<file path="config.mk">
export PLATFORM = sky130hd
export DESIGN_NAME = alu_seq_top_flat
export DESIGN_NICKNAME = d
export VERILOG_FILES = /design/src/rtl/alu_seq_top_if.sv /design/src/rtl/alu_seq_top.sv /design/src/flat_wrapper.sv
export SDC_FILE = /design/constraint.sdc
export NUM_CORES = 1
export LEC_CHECK = 0
export ABC_CLOCK_PERIOD_IN_PS = 7900
export BUFFER_PORTS_ARGS = -buffer_cell sky130_fd_sc_hd__buf_2
export CORE_MARGIN = 10
export CORE_UTILIZATION = 40
export CTS_BUF_LIST = sky130_fd_sc_hd__clkbuf_4
export DETAILED_ROUTE_END_ITERATION = 10
export GPL_ROUTABILITY_DRIVEN = 0
export PLACE_DENSITY = 0.63
export SYNTH_ARGS = -nofsm -noshare
export SYNTH_HDL_FRONTEND = slang
export SYNTH_SLANG_ARGS = --single-unit
</file>
<file path="constraint.sdc">
create_clock -name clk -period 7.9 [get_ports clk]
set_input_delay 0.79 -clock clk [delete_from_list [all_inputs] [get_ports clk]]
set_output_delay 0.79 -clock clk [all_outputs]
set_load 0.1 [all_outputs]
</file>
<file path="src/rtl/alu_seq_top_if.sv">
// Request/response bundle between the control FSM and the sequential ALU.
// The master drives the operands and the start pulse. The slave returns the
// busy/done handshake, the binary result, and the BCD display fields.
interface alu_seq_top_if #(
   parameter int WIDTH  = 6,
   parameter int DIGITS = 4
);
   logic                  start;
   logic [1:0]            func;
   logic [WIDTH-1:0]      a;
   logic [WIDTH-1:0]      b;
   logic                  busy;
   logic                  done;
   logic [2*WIDTH-1:0]    result;
   logic [4*DIGITS-1:0]   bcd;
   logic                  neg;
   logic                  err;

   modport master (output start, func, a, b,
                   input  busy, done, result, bcd, neg, err);
   modport slave  (input  start, func, a, b,
                   output busy, done, result, bcd, neg, err);
endinterface

</file>
<file path="src/rtl/alu_seq_top.sv">
// Sequential calculator: add/sub (1 cycle), shift-add mul and restoring div
// (WIDTH cycles each), then an optional double-dabble BCD conversion
// (2*WIDTH cycles) of the displayed value.
// Define ALU_SEQ_BCD_EN to build the converter. Without it, the FSM goes from
// CALC straight to DONE, and bcd/neg are tied to zero.
module alu_seq_top #(
   parameter int WIDTH  = 6,
   parameter int DIGITS = 4
) (
   input  logic          clk,
   input  logic          rst_n,
   alu_seq_top_if.slave  io
);
   localparam int RW = 2*WIDTH;
   localparam int BW = 4*DIGITS;
   localparam int CW = $clog2(RW);
   localparam logic [CW-1:0] CALC_END = CW'(WIDTH-1);
`ifdef ALU_SEQ_BCD_EN
   localparam bit BCD_EN = 1'b1;
`else
   localparam bit BCD_EN = 1'b0;
`endif

   typedef enum logic [1:0] {IDLE, CALC, CONV, DONE} state_t;

   state_t            state, state_n;
   logic [CW-1:0]     cnt;
   logic              accept, calc_last, conv_last;
   logic              busy_q, done_q, busy_d, done_d;

   logic [WIDTH-1:0]  a_r, b_r, mag_b, mag_a_in, mag_b_in;
   logic [1:0]        func_r;
   logic              err_pend, err_q;
   logic [RW-1:0]     result_q, res_next;

   // shift-add multiplier and restoring divider state, both on magnitudes
   logic [RW-1:0]     p_acc, p_mcand, p_acc_n;
   logic [WIDTH-1:0]  p_mplr;
   logic [WIDTH-1:0]  d_rem, d_quo, d_rem_n, d_quo_n;
   logic [WIDTH:0]    d_sh, d_diff;
   logic              d_ge;

   assign accept    = (state == IDLE) && io.start;
   assign calc_last = (state == CALC) && (!func_r[1] || cnt == CALC_END);
   assign mag_a_in  = io.a[WIDTH-1] ? -io.a : io.a;
   assign mag_b_in  = io.b[WIDTH-1] ? -io.b : io.b;

   // state register
   always_ff @(posedge clk or negedge rst_n) begin
      if (!rst_n) state <= IDLE;
      else        state <= state_n;
   end

   // next-state logic
   always_comb begin
      state_n = state;
      case (state)
         IDLE:    if (io.start) state_n = CALC;
         CALC:    if (calc_last) state_n = BCD_EN ? CONV : DONE;
         CONV:    if (conv_last) state_n = DONE;
         DONE:    state_n = IDLE;
         default: state_n = IDLE;
      endcase
   end

   // handshake outputs; registered so done lands one cycle after DONE is entered
   always_comb begin
      busy_d = busy_q;
      done_d = 1'b0;
      case (state)
         IDLE:    if (io.start) busy_d = 1'b1;
         DONE:    begin busy_d = 1'b0; done_d = 1'b1; end
         default: ;
      endcase
   end

   // handshake registers
   always_ff @(posedge clk or negedge rst_n) begin
      if (!rst_n) begin
         busy_q <= 1'b0;
         done_q <= 1'b0;
      end else begin
         busy_q <= busy_d;
         done_q <= done_d;
      end
   end

   // per-state cycle counter, restarts on every state change
   always_ff @(posedge clk or negedge rst_n) begin
      if (!rst_n)                              cnt <= '0;
      else if (state_n != state || state == IDLE) cnt <= '0;
      else                                     cnt <= cnt + 1'b1;
   end

   // one mul/div iteration plus final sign fix-up of the result
   always_comb begin
      p_acc_n = p_mplr[0] ? p_acc + p_mcand : p_acc;
      d_sh    = {d_rem, d_quo[WIDTH-1]};
      d_diff  = d_sh - {1'b0, mag_b};
      d_ge    = ~d_diff[WIDTH];
      d_rem_n = d_ge ? d_diff[WIDTH-1:0] : d_sh[WIDTH-1:0];
      d_quo_n = {d_quo[WIDTH-2:0], d_ge};
      case (func_r)
         2'b00:   res_next = {{WIDTH{a_r[WIDTH-1]}}, a_r} + {{WIDTH{b_r[WIDTH-1]}}, b_r};
         2'b01:   res_next = {{WIDTH{a_r[WIDTH-1]}}, a_r} - {{WIDTH{b_r[WIDTH-1]}}, b_r};
         2'b10:   res_next = (a_r[WIDTH-1] ^ b_r[WIDTH-1]) ? -p_acc_n : p_acc_n;
         default: begin
            // a zero divisor yields q=0, r=a; -min/-1 wraps naturally
            if (b_r == '0) res_next = {{WIDTH{1'b0}}, a_r};
            else           res_next = {(a_r[WIDTH-1] ^ b_r[WIDTH-1]) ? -d_quo_n : d_quo_n,
                                       a_r[WIDTH-1] ? -d_rem_n : d_rem_n};
         end
      endcase
   end

   // operand latch, iteration registers, result and error
   always_ff @(posedge clk or negedge rst_n) begin
      if (!rst_n) begin
         a_r      <= '0;
         b_r      <= '0;
         func_r   <= '0;
         mag_b    <= '0;
         p_acc    <= '0;
         p_mcand  <= '0;
         p_mplr   <= '0;
         d_rem    <= '0;
         d_quo    <= '0;
         err_pend <= 1'b0;
         err_q    <= 1'b0;
         result_q <= '0;
      end else if (accept) begin
         a_r      <= io.a;
         b_r      <= io.b;
         func_r   <= io.func;
         mag_b    <= mag_b_in;
         p_acc    <= '0;
         p_mcand  <= {{WIDTH{1'b0}}, mag_a_in};
         p_mplr   <= mag_b_in;
         d_rem    <= '0;
         d_quo    <= mag_a_in;
         err_pend <= (io.func == 2'b11) &&
                     (io.b == '0 || (io.a == {1'b1, {(WIDTH-1){1'b0}}} && io.b == '1));
         err_q    <= 1'b0;
      end else if (state == CALC) begin
         p_acc   <= p_acc_n;
         p_mcand <= p_mcand << 1;
         p_mplr  <= p_mplr >> 1;
         d_rem   <= d_rem_n;
         d_quo   <= d_quo_n;
         if (calc_last) begin
            result_q <= res_next;
            err_q    <= err_pend;
         end
      end
   end

   assign io.busy   = busy_q;
   assign io.done   = done_q;
   assign io.result = result_q;
   assign io.err    = err_q;

`ifdef ALU_SEQ_BCD_EN
   localparam logic [CW-1:0] CONV_END = CW'(RW-1);

   logic [RW-1:0]            disp_val, disp_mag;
   logic                     disp_neg, conv_neg, neg_q;
   logic [BW+RW-1:0]         dd_sr, dd_adj, dd_next;
   logic [DIGITS-1:0][3:0]   dd_dig, dd_fix;
   logic [BW-1:0]            bcd_q;

   // div displays the quotient field; everything else shows the full result
   assign disp_val  = (func_r == 2'b11) ? {{WIDTH{res_next[RW-1]}}, res_next[RW-1:WIDTH]} : res_next;
   assign disp_neg  = disp_val[RW-1];
   assign disp_mag  = disp_neg ? -disp_val : disp_val;
   assign conv_last = (state == CONV) && (cnt == CONV_END);
   assign dd_dig    = dd_sr[BW+RW-1:RW];

   for (genvar gd = 0; gd < DIGITS; gd++) begin : g_dig
      assign dd_fix[gd] = (dd_dig[gd] >= 4'd5) ? dd_dig[gd] + 4'd3 : dd_dig[gd];
   end

   assign dd_adj  = {dd_fix, dd_sr[RW-1:0]};
   assign dd_next = dd_adj << 1;

   // double-dabble shift register, loaded with |value| as CALC finishes
   always_ff @(posedge clk or negedge rst_n) begin
      if (!rst_n) begin
         dd_sr    <= '0;
         conv_neg <= 1'b0;
         bcd_q    <= '0;
         neg_q    <= 1'b0;
      end else if (calc_last) begin
         dd_sr    <= {{BW{1'b0}}, disp_mag};
         conv_neg <= disp_neg;
      end else if (state == CONV) begin
         dd_sr <= dd_next;
         if (conv_last) begin
            bcd_q <= dd_next[BW+RW-1:RW];
            neg_q <= conv_neg;
         end
      end
   end

   assign io.bcd = bcd_q;
   assign io.neg = neg_q;
`else
   assign conv_last = 1'b0;
   assign io.bcd    = '0;
   assign io.neg    = 1'b0;
`endif
endmodule

</file>
<file path="src/flat_wrapper.sv">
// flat-port wrapper written by rule: the top's interface ports become plain ports
module alu_seq_top_flat 
#(
   parameter int WIDTH  = 6,
   parameter int DIGITS = 4
)
  (clk, rst_n, io_start, io_func, io_a, io_b, io_busy, io_done, io_result, io_bcd, io_neg, io_err);
  alu_seq_top_if #(.WIDTH(WIDTH), .DIGITS(DIGITS)) io_i ();
  input  logic clk;
  input  logic rst_n;
  input wire logic [$bits(io_i.start)-1:0] io_start;
  input wire logic [$bits(io_i.func)-1:0] io_func;
  input wire logic [$bits(io_i.a)-1:0] io_a;
  input wire logic [$bits(io_i.b)-1:0] io_b;
  output wire logic [$bits(io_i.busy)-1:0] io_busy;
  output wire logic [$bits(io_i.done)-1:0] io_done;
  output wire logic [$bits(io_i.result)-1:0] io_result;
  output wire logic [$bits(io_i.bcd)-1:0] io_bcd;
  output wire logic [$bits(io_i.neg)-1:0] io_neg;
  output wire logic [$bits(io_i.err)-1:0] io_err;
  assign io_i.start = io_start;
  assign io_i.func = io_func;
  assign io_i.a = io_a;
  assign io_i.b = io_b;
  assign io_busy = io_i.busy;
  assign io_done = io_i.done;
  assign io_result = io_i.result;
  assign io_bcd = io_i.bcd;
  assign io_neg = io_i.neg;
  assign io_err = io_i.err;
  alu_seq_top #(.WIDTH(WIDTH), .DIGITS(DIGITS)) u_core (.clk(clk), .rst_n(rst_n), .io(io_i));
endmodule
</file>
==> results.cfg <==
[critical_path]
cp_max_fo = 9
cp_top_family = simple AND/OR/NAND/NOR gates
cpMostUsedCell = inv_1
critical-path-slowest-cell = or4_1
timing_worst_setup_path_type = reg2reg
crit_required_ps = 8270
cp.arrival_ps = 4190
path_buf_inv = 4
critPathMaxStageDelay_ps = 500
setup.worst_path.end_class = register
crit_chain = inv_1 > ha_1 > inv_1 > fa_1 > a21o_1 > a21oi_1 > or4b_4 > nand3_4 > inv_6 > mux2i_1 > ha_1 > inv_1 > or4_1 > and3_1 > mux2i_1 > o31ai_1
startpoint_type = register

[drt]
drtIter0Drc = 424
first_pass_iters = 5
wl_per_cell_um = 16.9
drtAntennaViolNets = 0
totalWireLength_um = 15100
vias_per_cell = 5.64
vias = 5034
drcViolationCount = 0

[sta]
holdWs_ps = 491
setup_tns_ps = 0
clock.fmax_mhz = 262
setup_viol = 0
max_slew.worst_pin.slew_ps = 1070
grt_setup_unrepaired = no
finalClockSkew_ps = 14.5
fin_crit_sh = 0.483
slew-limit-headroom = 0.285
hold_viol_final = 0
fin_crit_ps = 3820
slew_viol_final = 0

[synth]
synthXorXnorAreaFrac = 0.0464
synth_compound_area_frac = 0.221
synth_common_cells = nand2_1 (94), dfrtp_1 (83), o21ai_0 (60), nor2_1 (53), a21oi_1 (47)
ys_types = 73
ys.warnings.count = 0
synth-main-ff-cell = dfrtp_1
postSynthAreaPerCell_um2 = 8.54
synth-simple-area-share = 0.193
synth_top_area_share = 0.355
syn_area_um2 = 5860
yosys-top-cells-area = dfrtp_1 (35%), ha_1 (7.9%), nand2_1 (6.0%)
synthMuxAreaShare = 0.0259
synth_fa_ha_area_frac = 0.0927
yosysMostFrequentCell = nand2_1
yosysTopAreaCell = dfrtp_1
ys_seq_area_frac = 0.355
async_reset_ff_frac = 1.00
synth_top_family_by_area = compound AO/OA/AOI/OAI gates
synth.ff_latch_count = 83
synthCells = 686
synth_edf_count = 0

[global_routing]
antenna_found_initial = 1
grt_pass1_vias = 4830
grt_max_degree = 84
grt_overflow = 0
grt_pass1_wl_um = 25100
grt_usage = 0.153

[clocking]
clk_pin_slew_ps = 140
h-tree-depth = 3
cts-root-buf = clkbuf_4
cts_resized = 0
cts_tree = done
cts_inserted_buffers = 9
cts.sinks = 83
clk_path_buf_depth = 2
postCtsSetupRepairBufs = 0
clock_latency_ps = 460
cts_hold_buffers = 0

[floorplan]
start_util = 0.406
die_area_um2 = 19900
die_height_um = 141
pin_count = 49
row_count = 44
coreArea_um2 = 14400
fp.dieW_um = 141

[finish]
drive_above_1_share = 0.0918
area_growth_pct = 6.56
nets = 761

[run]
max_cap_viol_count = 0

[worst_hold_path]
holdCritPathClass = reg2reg

[placement]
dpl.hpwl_um = 11300
io_buffer_count = 31

[status]
status = finished, final reports clean
-- per-stage QoR --
stage          setup slack, ps   util  area [um^2]  cells
2_1_floorplan             4480      -         5920    702
3_3_place_gp              4260  0.423         6100    876
3_5_place_dp              4130  0.423         6100    876
4_1_cts                   4080  0.432         6240    892
5_1_grt                   3680  0.433         6240    893
6_report                  4080  0.433         6240    893
-- worst paths after layout --
path,from,to,slack (ps),depth (start not counted)
max reg2reg,u_core.d_quo[5]$_DFFE_PN0P_,u_core.io.result[4]$_DFFE_PN0P_,4080,16
max in group asynchronous,rst_n,u_core.d_quo[2]$_DFFE_PN0P_,6700,1
min reg2reg,u_core.io.result[3]$_DFFE_PN0P_,u_core.io.result[3]$_DFFE_PN0P_,490,2
min in group asynchronous,rst_n,u_core.state[1]$_DFF_PN0_,510,1
min,u_core.io.result[3]$_DFFE_PN0P_,u_core.io.result[3]$_DFFE_PN0P_,490,2
max,u_core.d_quo[5]$_DFFE_PN0P_,u_core.io.result[4]$_DFFE_PN0P_,4080,16
-- final cells by class --
class                      instances  area, um^2
inverter                          40         155
timing repair buffer              34         180
multi-input combinational        535        3460
tap                              184         230
clock inverter                     7        67.6
sequential                        83        2080
fill                            1455        8180
antenna                            1        2.50
clock buffer                       9        67.6
-- per-layer routing --
metal / up-vias / track usage / wire length, um
met1: 2394 / 0.214 / 7430
met4: 0 / 0.0614 / 327
met5: - / 0 / 0
met3: 22 / 0.0245 / 855
met2: 180 / 0.228 / 6530
li1: 2438 / - / -
-- worst min-delay path, delay by kind of cell, from the launching register on --
kind / cells / cell delay [ps]
and+or+nand+nor: 1 / 40
DFF: 1 / 360
AOI/OAI and AO/OA: 1 / 60
-- cells in the final DEF (no fill, tap or decap), types with 8 or more instances in the layout --
master    instances
a21o_1           12
a21oi_1          47
a22o_1            8
a31oi_1           9
buf_2            30
clkbuf_4          9
conb_1           17
dfrtp_1          83
ha_1             37
inv_1            39
mux2i_1          14
nand2_1          94
nand2b_1          8
nand3_1          13
nor2_1           53
nor3_1           12
o21ai_0          59
xnor2_1          16
xor2_1           15
-- flip-flops by register name, summed over array words and instances, names as in the netlist, 4 cells and up --
register,flops
u_core.a_r,6
u_core.b_r,5
u_core.cnt,4
u_core.d_quo,6
u_core.d_rem,6
u_core.io.result,12
u_core.mag_b,6
u_core.p_acc,12
u_core.p_mcand,12
u_core.p_mplr,6
-- cells by family after synthesis --
group / Yosys count
xor gates and xnor gates: 31
and+or+nand+nor: 233
adders and majority gates: 41
DFF: 83
AOI/OAI and AO/OA: 198
other: 1
buffers and inverters: 84
muxes: 15
Power is left out: the tool's default activity adds up to more than one toggle a clock period on the data nets, which glitch-free logic cannot reach.
